`src/rtl/uart_text_console_pkg.sv`:
```
// Shared character codes and controller state encoding for the UART text console.
package uart_text_console_pkg;

  localparam logic [7:0] CHAR_BS       = 8'h08;
  localparam logic [7:0] CHAR_TAB      = 8'h09;
  localparam logic [7:0] CHAR_LF       = 8'h0A;
  localparam logic [7:0] CHAR_FF       = 8'h0C;
  localparam logic [7:0] CHAR_CR       = 8'h0D;
  localparam logic [7:0] CHAR_CR_HI    = 8'h8D;
  localparam logic [7:0] CHAR_PRINT_LO = 8'h20;
  localparam logic [7:0] CHAR_PRINT_HI = 8'h7E;

  typedef enum logic [1:0] {
    ST_CLR_ALL = 2'd0,
    ST_IDLE    = 2'd1,
    ST_CLR_ROW = 2'd2
  } state_e;

endpackage

```
`src/rtl/uart_text_console_clear_seq.sv`:
```
// Row/column walker for fill writes: visits rows row_first..row_last, cols 0..COLS-1,
// one cell per cycle while active; last flags the final cell.
module uart_text_console_clear_seq
  import uart_text_console_pkg::*;
#(
  parameter int COLS  = 80,
  parameter int COL_W = 7,
  parameter int ROW_W = 5
) (
  input  logic             clk,
  input  logic             rst_n,
  input  logic             start,
  input  logic [ROW_W-1:0] row_first,
  input  logic [ROW_W-1:0] row_last,
  output logic             active,
  output logic             last,
  output logic [ROW_W-1:0] row,
  output logic [COL_W-1:0] col
);

  localparam logic [COL_W-1:0] COL_MAX = COL_W'(COLS - 1);

  logic             active_q, active_d;
  logic [ROW_W-1:0] row_q, row_d, last_row_q, last_row_d;
  logic [COL_W-1:0] col_q, col_d;

  always_ff @(posedge clk) begin
    if (!rst_n) begin
      active_q   <= 1'b0;
      row_q      <= '0;
      last_row_q <= '0;
      col_q      <= '0;
    end else begin
      active_q   <= active_d;
      row_q      <= row_d;
      last_row_q <= last_row_d;
      col_q      <= col_d;
    end
  end

  always_comb begin
    active_d   = active_q;
    row_d      = row_q;
    last_row_d = last_row_q;
    col_d      = col_q;
    if (start) begin
      active_d   = 1'b1;
      row_d      = row_first;
      last_row_d = row_last;
      col_d      = '0;
    end else if (active_q) begin
      if (col_q == COL_MAX) begin
        col_d = '0;
        if (row_q == last_row_q) active_d = 1'b0;
        else                     row_d    = row_q + 1'b1;
      end else begin
        col_d = col_q + 1'b1;
      end
    end
  end

  assign active = active_q;
  assign last   = active_q && (col_q == COL_MAX) && (row_q == last_row_q);
  assign row    = row_q;
  assign col    = col_q;

endmodule

```
`src/rtl/uart_text_console.sv`:
```
// Terminal-style byte writer into the character VRAM: glyphs, cursor control,
// auto-wrap and hardware scroll with row clears.
module uart_text_console
  import uart_text_console_pkg::*;
#(
  parameter int         COLS      = 80,
  parameter int         ROWS      = 30,
  parameter int         COL_W     = 7,
  parameter int         ROW_W     = 5,
  parameter int         TAB_W     = 8,
  parameter logic [7:0] FILL_CHAR = 8'h20
) (
  input  logic                   clk,
  input  logic                   btn_rst_n,
  input  logic [7:0]             rx_data,
  input  logic                   rx_valid,
  output logic                   rx_ready,
  output logic [COL_W+ROW_W-1:0] vram_addr,
  output logic [7:0]             vram_data,
  output logic                   vram_we,
  output logic [COL_W-1:0]       cur_col,
  output logic [ROW_W-1:0]       cur_row,
  output logic [ROW_W-1:0]       scroll_row,
  output logic                   busy
);

  localparam logic [COL_W-1:0] COL_MAX   = COL_W'(COLS - 1);
  localparam logic [ROW_W-1:0] ROW_MAX   = ROW_W'(ROWS - 1);
  localparam logic [ROW_W:0]   ROWS_WIDE = (ROW_W + 1)'(ROWS);
  localparam logic [COL_W:0]   TAB_MASK  = (COL_W + 1)'(TAB_W - 1);

  state_e                   state_q, state_d;
  logic [COL_W-1:0]         col_q, col_d;
  logic [ROW_W-1:0]         row_q, row_d, scroll_q, scroll_d;
  logic                     we_q, we_d;
  logic [COL_W+ROW_W-1:0]   addr_q, addr_d;
  logic [7:0]               data_q, data_d;

  logic                     seq_start, seq_active, seq_last;
  logic [ROW_W-1:0]         seq_first_row, seq_last_row, seq_row;
  logic [COL_W-1:0]         seq_col;

  logic [ROW_W:0]           row_sum;
  logic [ROW_W-1:0]         phys_row;
  logic [COL_W:0]           tab_next;
  logic [COL_W-1:0]         tab_col;
  logic                     accept, is_print, newline;

  assign row_sum  = {1'b0, scroll_q} + {1'b0, row_q};
  assign phys_row = (row_sum >= ROWS_WIDE) ? ROW_W'(row_sum - ROWS_WIDE) : row_sum[ROW_W-1:0];
  assign tab_next = ({1'b0, col_q} | TAB_MASK) + 1'b1;
  assign tab_col  = (tab_next >= {1'b0, COL_MAX}) ? COL_MAX : tab_next[COL_W-1:0];

  assign accept   = rx_valid && (state_q == ST_IDLE);
  assign is_print = (rx_data >= CHAR_PRINT_LO) && (rx_data <= CHAR_PRINT_HI);
  assign newline  = accept && ((rx_data == CHAR_LF) || (is_print && col_q == COL_MAX));

  uart_text_console_clear_seq #(.COLS(COLS), .COL_W(COL_W), .ROW_W(ROW_W)) u_clear_seq (
    .clk       (clk),
    .rst_n     (btn_rst_n),
    .start     (seq_start),
    .row_first (seq_first_row),
    .row_last  (seq_last_row),
    .active    (seq_active),
    .last      (seq_last),
    .row       (seq_row),
    .col       (seq_col)
  );

  always_ff @(posedge clk) begin
    if (!btn_rst_n) begin
      state_q  <= ST_CLR_ALL;
      col_q    <= '0;
      row_q    <= '0;
      scroll_q <= '0;
      we_q     <= 1'b0;
      addr_q   <= '0;
      data_q   <= '0;
    end else begin
      state_q  <= state_d;
      col_q    <= col_d;
      row_q    <= row_d;
      scroll_q <= scroll_d;
      we_q     <= we_d;
      addr_q   <= addr_d;
      data_q   <= data_d;
    end
  end

  // A plain LF starts its row clear at once; a wrapping glyph defers it one cycle so
  // the glyph write goes out first. The deferred start sees the new scroll_row, so
  // phys_row of the bottom line is then the old top row.
  always_comb begin
    state_d       = state_q;
    col_d         = col_q;
    row_d         = row_q;
    scroll_d      = scroll_q;
    seq_start     = 1'b0;
    seq_first_row = phys_row;
    seq_last_row  = phys_row;
    case (state_q)
      ST_IDLE: begin
        if (accept) begin
          if (is_print) begin
            col_d = (col_q == COL_MAX) ? '0 : col_q + 1'b1;
          end else begin
            case (rx_data)
              CHAR_CR, CHAR_CR_HI: col_d = '0;
              CHAR_BS:             if (col_q != '0) col_d = col_q - 1'b1;
              CHAR_TAB:            col_d = tab_col;
              CHAR_FF: begin
                col_d         = '0;
                row_d         = '0;
                scroll_d      = '0;
                state_d       = ST_CLR_ALL;
                seq_start     = 1'b1;
                seq_first_row = '0;
                seq_last_row  = ROW_MAX;
              end
              default: ;
            endcase
          end
          if (newline) begin
            if (row_q != ROW_MAX) begin
              row_d = row_q + 1'b1;
            end else begin
              scroll_d = (scroll_q == ROW_MAX) ? '0 : scroll_q + 1'b1;
              state_d  = ST_CLR_ROW;
              if (!is_print) begin
                seq_start     = 1'b1;
                seq_first_row = scroll_q;
                seq_last_row  = scroll_q;
              end
            end
          end
        end
      end
      ST_CLR_ALL: begin
        seq_first_row = '0;
        seq_last_row  = ROW_MAX;
        if (!seq_active)   seq_start = 1'b1;
        else if (seq_last) state_d   = ST_IDLE;
      end
      ST_CLR_ROW: begin
        if (!seq_active)   seq_start = 1'b1;
        else if (seq_last) state_d   = ST_IDLE;
      end
      default: state_d = ST_CLR_ALL;
    endcase
  end

  always_comb begin
    we_d   = 1'b0;
    addr_d = addr_q;
    data_d = data_q;
    if (accept && is_print) begin
      we_d   = 1'b1;
      addr_d = {phys_row, col_q};
      data_d = rx_data;
    end else if (accept && rx_data == CHAR_BS && col_q != '0) begin
      we_d   = 1'b1;
      addr_d = {phys_row, col_q - 1'b1};
      data_d = FILL_CHAR;
    end
  end

  assign vram_we    = seq_active | we_q;
  assign vram_addr  = seq_active ? {seq_row, seq_col} : addr_q;
  assign vram_data  = seq_active ? FILL_CHAR : data_q;
  assign rx_ready   = (state_q == ST_IDLE);
  assign busy       = ~rx_ready;
  assign cur_col    = col_q;
  assign cur_row    = row_q;
  assign scroll_row = scroll_q;

endmodule

```
`config.mk`:
```
export PLATFORM = sky130hd
export DESIGN_NAME = uart_text_console
export DESIGN_NICKNAME = d
export VERILOG_FILES = /design/src/rtl/uart_text_console_pkg.sv /design/src/rtl/uart_text_console_clear_seq.sv /design/src/rtl/uart_text_console.sv
export SDC_FILE = /design/constraint.sdc
export NUM_CORES = 1
export LEC_CHECK = 0
export ABC_AREA = 1
export BUFFER_PORTS_ARGS = -buffer_cell sky130_fd_sc_hd__buf_2
export CAP_MARGIN = 25
export CORE_MARGIN = 2
export CORE_UTILIZATION = 40
export DETAILED_ROUTE_END_ITERATION = 10
export GPL_TIMING_DRIVEN = 0
export PLACE_DENSITY = 0.68
export SLEW_MARGIN = 30
export SYNTH_ARGS = -nofsm -noshare
export SYNTH_HDL_FRONTEND = slang
export SYNTH_HIERARCHICAL = 1
export SYNTH_SLANG_ARGS = --single-unit
```
`constraint.sdc`:
```
create_clock -name clk -period 7.5 [get_ports clk]
set_input_delay 1.5 -clock clk [delete_from_list [all_inputs] [get_ports clk]]
set_output_delay 1.5 -clock clk [all_outputs]
set_load 0.05 [all_outputs]
```
### Yosys cells after proc, flatten, opt, wreduce, memory -nomap -nowiden

Index checks and enable logic that the tools add are counted.

| storage, ports and cells | value |
|---|---|
| bits in registers | 58 |
| latch bits | 0 |
| RAM bits | 0 |
| memory bits (read-only) | 0 |
| output and inout port bits | 40 |
| logic and storage cells | 130 |
| memories | 0 |

| operators by class | value |
|---|---|
| $add $sub $neg | 9 |
| multiply operators | 0 |
| div/mod/pow operators | 0 |
| magnitude comparators | 4 |
| eq/ne operators | 18 |
| shift operators | 0 |
| muxes and demuxes | 62 |
| bitwise logic cells | 3 |
| reduce and logical (&&, ||, !) cells | 23 |

Operators by type and width:

| operator | number |
|---|---|
| 5-bit 2-to-1 mux | 26 |
| 8-bit by 4-bit equality test with 1-bit output, second input constant | 5 |
| 12-bit 2-to-1 mux | 3 |
| 7-bit 2-to-1 mux | 5 |
| 8-bit 2-to-1 mux | 3 |
| 7-bit case mux with 3 select lines | 1 |
| 5-bit case mux with 2 select lines | 2 |
| 5-bit by 1-bit adder with 5-bit output, second input constant | 3 |
| 7-bit by 1-bit adder with 7-bit output, second input constant | 2 |
| 7-bit equality test, second input constant | 2 |
| 2-bit 2-to-1 mux | 7 |
| 1-bit 2-to-1 mux | 13 |
| 1-bit logical AND | 9 |
| 7-bit by 1-bit adder with 8-bit output, second input constant | 1 |
| 8-bit equality test, second input constant | 1 |
| 8-bit by 6-bit greater-or-equal comparator with 1-bit output, second input constant | 1 |
| 8-bit by 7-bit greater-or-equal comparator with 1-bit output, second input constant | 1 |
| 8-bit by 7-bit less-or-equal comparator with 1-bit output, second input constant | 1 |
| 7-bit nonzero test | 1 |
| 7-bit by 1-bit subtractor with 7-bit output, second input constant | 1 |
| 5-bit by 5-bit adder with 6-bit output | 1 |
| 6-bit by 5-bit greater-or-equal comparator with 1-bit output, second input constant | 1 |
| 2-bit by 1-bit != test with 1-bit output, second input constant | 3 |
| 3-bit AND reduction | 2 |
| 20 further kinds | 24 |

### Longest topological paths before layout

| depth | value |
|---|---|
| depth after elaboration | 11 |
| gate-level depth with buffers | 21 |

### Modules after synthesis

The synthesis kept the hierarchy.

By module, submodules not included:

| module | times used | cells each | area an instance (µm²) | sequential area each (µm²) |
|---|---|---|---|---|
| uart_text_console | 1 | 507 | 3253.1 | 800.8 |
| uart_text_console_clear_seq | 1 | 142 | 973.4 | 360.3 |

### Worst setup path before layout

Ideal clock, no wire load.

| path | value |
|---|---|
| path kind | input to register |
| start | input port rx_data[4] |
| end | register u_clear_seq.row_q[2] (netlist: u_clear_seq/row[2]) |
| library setup time | 0.115 ns |
| arrival | 3.019 ns |
| required time | 7.385 ns |
| setup slack | 4.366 ns |
| stages | 16 |
| buffers on the path | 2 |
| path through | nor2_1 > nand2_2 > nor2_1 > nand4_1 > nand2_1 > nand3_1 > nand2_1 > nand2_1 > o21ai_0 > buf_2 > inv_1 > buf_4 > nand3_1 > nand2_1 > a21oi_1 > nor2_1 |

| on the way | value |
|---|---|
| word-level cells in the longest chain between the ends | 10 |
| elaborated cells between the ends (all ways) | 27 |
| those cells by class | order compare: 2; eq/ne: 3; mux: 15; reduce/logical: 7 |

RTL lines:

| what | line | text |
|---|---|---|
| start, declared | uart_text_console.sv:15 | `input logic [7:0] rx_data,` |
| 8-bit by 6-bit greater-or-equal comparator with 1-bit output (tied with other cells) | uart_text_console.sv:55 | `assign is_print = (rx_data >= CHAR_PRINT_LO) && (rx_data <= CHAR_PRINT_HI);` |
| 1-bit logical AND or 1-bit 2-to-1 mux (tied branches) | uart_text_console.sv:55, uart_text_console.sv:107 |  |
| 1-bit 2-to-1 mux or 1-bit logical AND (tied branches) | uart_text_console.sv:104, uart_text_console.sv:56 |  |
| 1-bit 2-to-1 mux or 1-bit logical OR (tied branches) | uart_text_console.sv:129, uart_text_console.sv:56 |  |
| 1-bit 2-to-1 mux or 1-bit logical AND (tied branches) | uart_text_console.sv:124, uart_text_console.sv:56 |  |
| 1-bit 2-to-1 mux * | uart_text_console.sv:123 | `if (newline) begin` |
| 1-bit 2-to-1 mux * | uart_text_console.sv:103 | `if (accept) begin` |
| 1-bit case mux with 2 select lines * | uart_text_console.sv:101 | `case (state_q)` |
| via seq_start | uart_text_console.sv:39 | `logic seq_start, seq_active, seq_last;` |
| 2-bit != test (no source line) or 2-bit nonzero test (tied branches) | n/a |  |
| 3-bit AND reduction (no source line) | n/a |  |
| end signal, assigned | uart_text_console_clear_seq.sv:35 | `row_q <= row_d;` |
| end, declared | uart_text_console_clear_seq.sv:24 | `logic [ROW_W-1:0] row_q, row_d, last_row_q, last_row_d;` |

The timed path passes the listed nets; every way through them passes the cells marked *.
A chain may end at the register's enable or synchronous reset.

### Final worst setup path

| path | value |
|---|---|
| start | register u_clear_seq.active_q (netlist: u_clear_seq/active) |
| end | output port vram_addr[4] |

| on the way | value |
|---|---|
| word-level cells in the longest chain between the ends | 1 |

RTL lines:

| what | line | text |
|---|---|---|
| start, declared | uart_text_console_clear_seq.sv:23 | `logic active_q, active_d;` |
| start signal, assigned | uart_text_console_clear_seq.sv:34 | `active_q <= active_d;` |
| 12-bit 2-to-1 mux | uart_text_console.sv:168 | `assign vram_addr = seq_active ? {seq_row, seq_col} : addr_q;` |
| end, declared | uart_text_console.sv:18 | `output logic [COL_W+ROW_W-1:0] vram_addr,` |

No other way between the ends.

==> results.py <==
metrics = {
    "layout": {
        "final_nets": 738,
        "layout-drive-gt1-share_pct": 18.3,
        "fin_util_pct": 47.4,
        "fin_cells": 850,
        "num_antenna_cells": 0,
        "n_fill_cell": 1083,
        "finalInstanceArea_um2": 4870,
        "syn2layout_area_growth_pct": 15.2,
    },
    "setup_path": {
        "r2r_end": "u_clear_seq/row[3]",
        "crit_path_end_kind": "output port",
        "worstPathCellList": "clkbuf_1 > nand2_1 > o21ai_0 > buf_2",
        "crit_arrival_ns": 1.95,
        "required_ns": 6.00,
        "rr_worst_depth": 20,
        "slowest_stage": "dfxtp_1",
        "crit_type": "register to output port",
        "crit_path_max_fanout": 13,
        "critPathTopFamily": "buffers and inverters",
        "r2r_slack_ns": 4.62,
        "cp-start-kind": "register",
        "timing.critical_path.slowest_cell_delay_ns": 0.61,
        "cp_num_buf_inv": 2,
        "reg2reg_from": "scroll_row[0]",
    },
    "floorplanning": {
        "core_um2": 10300,
        "initial_core_util_pct": 41.1,
        "die_w_um": 107,
        "fp.dieH_um": 107,
        "die-area_um2": 11400,
        "fp-row-count": 37,
        "io-pin-count": 51,
    },
    "flow_run": {
        "drv_cap": 0,
    },
    "logic_synthesis": {
        "synth_area_leaders": "dfxtp_1 (27%), nand2_1 (16%), inv_1 (6.6%)",
        "synth_top_cell_by_area": "dfxtp_1",
        "ys_async_sr_fraction_pct": 0,
        "synth_top_area_share_pct": 27.5,
        "syn-num-nets": 678,
        "syn_area_um2": 4230,
        "yosysUniqueCellTypes": 53,
        "synth_cells": 649,
        "netlist_top_cells_count": "nand2_1 (185), inv_1 (74), dfxtp_1 (58)",
        "ys_seq_area_share_pct": 27.5,
        "ys_ff_latch": 58,
        "syn_area_per_cell_um2": 6.51,
        "yosysWarnings": 6,
        "synth_most_common_cell": "nand2_1",
        "synth_edf_count": 0,
        "synth_flop_cell": "dfxtp_1",
    },
    "clocking": {
        "cts_max_path_buffers": 2,
        "clk_latency_ns": 0.35,
        "htree_levels": 3,
        "cts_resized": 0,
        "post_cts_buffers": 0,
        "numCtsBuffers": 9,
        "path_clk_slew_ns": 0.07,
        "cts_hold_repair.buffers": 0,
        "cts_tree": "yes",
        "cts.sinks": 58,
        "clockRootBuffer": "clkbuf_8",
    },
    "power": {
        "ir_worst_vdd_mv": 0.0983,
        "p_total_mw": 0.837,
        "p_per_area_nw_per_um2": 172,
        "leakage_nw": 2.45,
    },
    "sta": {
        "slew_headroom_pct": 59.6,
        "period_needed_ns": 3.45,
        "hold_viol": 0,
        "setup_viol": 0,
        "fmax_ghz": 0.290,
        "finalClockSkew_ns": 0.00953,
        "timing.final.crit_share_pct": 45.9,
        "worstMarginPinSlew_ns": 0.606,
        "rsz0062_at_grt": "no",
        "fin_setup_tns_ns": 0,
        "slew_violations": 0,
    },
    "global_routing": {
        "antenna_found_initial": 0,
        "grt_max_degree": 14,
        "grt_first_pass_wirelength_mm": 18.5,
        "overflow": 0,
        "track_usage_pct": 20.1,
        "grt_pass1_vias": 3876,
    },
    "routing": {
        "avgViaCountPerCell": 5.09,
        "first_pass_iters": 5,
        "ant_nets": 0,
        "drt_iter0_markers": 243,
        "route.vias.total": 4325,
        "wl_per_cell_um": 13.1,
        "wirelength_mm": 11.2,
        "remaining_drc_errors": 0,
    },
    "worst_hold_path": {
        "hold_start": "data_q[3]",
        "min_path_cells": 2,
        "hold_class": "register to register",
        "hold_path_end": "data_q[3]",
    },
    "placed_design": {
        "gp_congestion": 0.927,
        "placedCellCount": 834,
        "dp_hpwl_mm": 8.56,
        "place.port_buffers": 49,
        "placed_area_um2": 4640,
    },
    "status": {
        "status": "finished clean",
    },
}
[how the worst max path moves through the flow]
stage | start | end | slack, ns | depth (start not counted)
after floorplan | rx_data[4] | u_clear_seq/row[2] | 4.37 | 16
after global placement | rx_data[5] | u_clear_seq/last_row_q[3] | 3.92 | 15
after detailed placement | rx_data[5] | u_clear_seq/row[2] | 3.92 | 17
after CTS | u_clear_seq/active | vram_addr[4] | 4.09 | 4
after global routing | u_clear_seq/active | vram_addr[10] | 3.94 | 4
final | u_clear_seq/active | vram_addr[4] | 4.05 | 4
[registers in the layout, indices dropped and copies added, names as in the netlist]
| signal | flops |
|---|---|
| u_clear_seq/col | 7 |
| state_q | 2 |
| u_clear_seq/row | 5 |
| cur_col | 7 |
| we_q | 1 |
| u_clear_seq/last_row_q | 5 |
| u_clear_seq/active | 1 |
| data_q | 8 |
| addr_q | 12 |
| scroll_row | 5 |
| cur_row | 5 |
[cells in the final DEF, fill, tap and decap left out, types with 3 or more instances in the layout]
cell type	netlist	final
nand4_1	6	6
inv_1	74	74
o21ai_1	14	14
nor2_4	5	5
o211ai_1	4	4
a21oi_1	55	55
buf_2	5	54
clkbuf_1	7	8
o21ai_0	22	22
xor2_1	16	16
nand2_1	185	185
o21ai_2	3	3
a21oi_2	4	4
o21bai_1	3	3
nand3_1	38	38
or2_2	5	5
clkbuf_8	0	11
ha_1	17	17
nand2_2	6	6
dfxtp_1	58	58
inv_2	13	13
nor2_1	51	51
o31ai_1	3	3
nand2_4	5	5
nor3_1	10	10
[through the flow]
| step | setup slack (ns) | hold slack [ns] |
|---|---|---|
| 6_report | 4.05 | 0.464 |
| 5_1_grt | 3.94 | 0.475 |
| 4_1_cts | 4.09 | 0.469 |
| 3_5_place_dp | 3.92 | 0.453 |
| 3_3_place_gp | 3.92 | 0.448 |
| 2_1_floorplan | 4.37 | 0.425 |
[worst min-delay path: stages (launching register included)]
cell     delay, ns
dfxtp_1       0.31
nand2_1       0.06
a21oi_1       0.05
[kinds of logic (layout without fill, tap and decap cells)]
group / after synthesis / after routing / share of synthesized area [%]
compound gates: 127 / 127 / 18.1
xor+xnor: 18 / 18 / 3.73
buf+inv: 106 / 171 / 10.2
simple gates: 322 / 322 / 35.0
fa+ha+maj: 18 / 18 / 5.51
flops: 58 / 58 / 27.5
[power by group]
group | internal [mW] | total, mW | switching (mW)
clock | 0.205 | 0.337 | 0.132
sequential | 0.320 | 0.336 | 0.0159
combinational | 0.0507 | 0.164 | 0.113
total | 0.576 | 0.837 | 0.261
[final cells by class]
cell class / instances / area, µm² / share of cell area [%]
multi-input cells: 485 / 2640 / 54.1
flip-flops and latches: 58 / 1160 / 23.8
inverters: 88 / 333 / 6.83
repair buffers: 49 / 245 / 5.03
well taps: 136 / 170 / 3.49
clock buffers: 12 / 155 / 3.19
plain buffers: 18 / 97.6 / 2.00
clock inverters: 4 / 73.8 / 1.52
[routing by layer]
metal | share of wire, % | global-route usage, % | wire (µm)
met5 | 0 | 0 | 0
met4 | 1.3 | 6.12 | 150
met3 | 6.0 | 4.68 | 667
met2 | 46 | 32.4 | 5130
met1 | 47 | 26.6 | 5220
No activity file was read; power rests on OpenSTA's default activity.
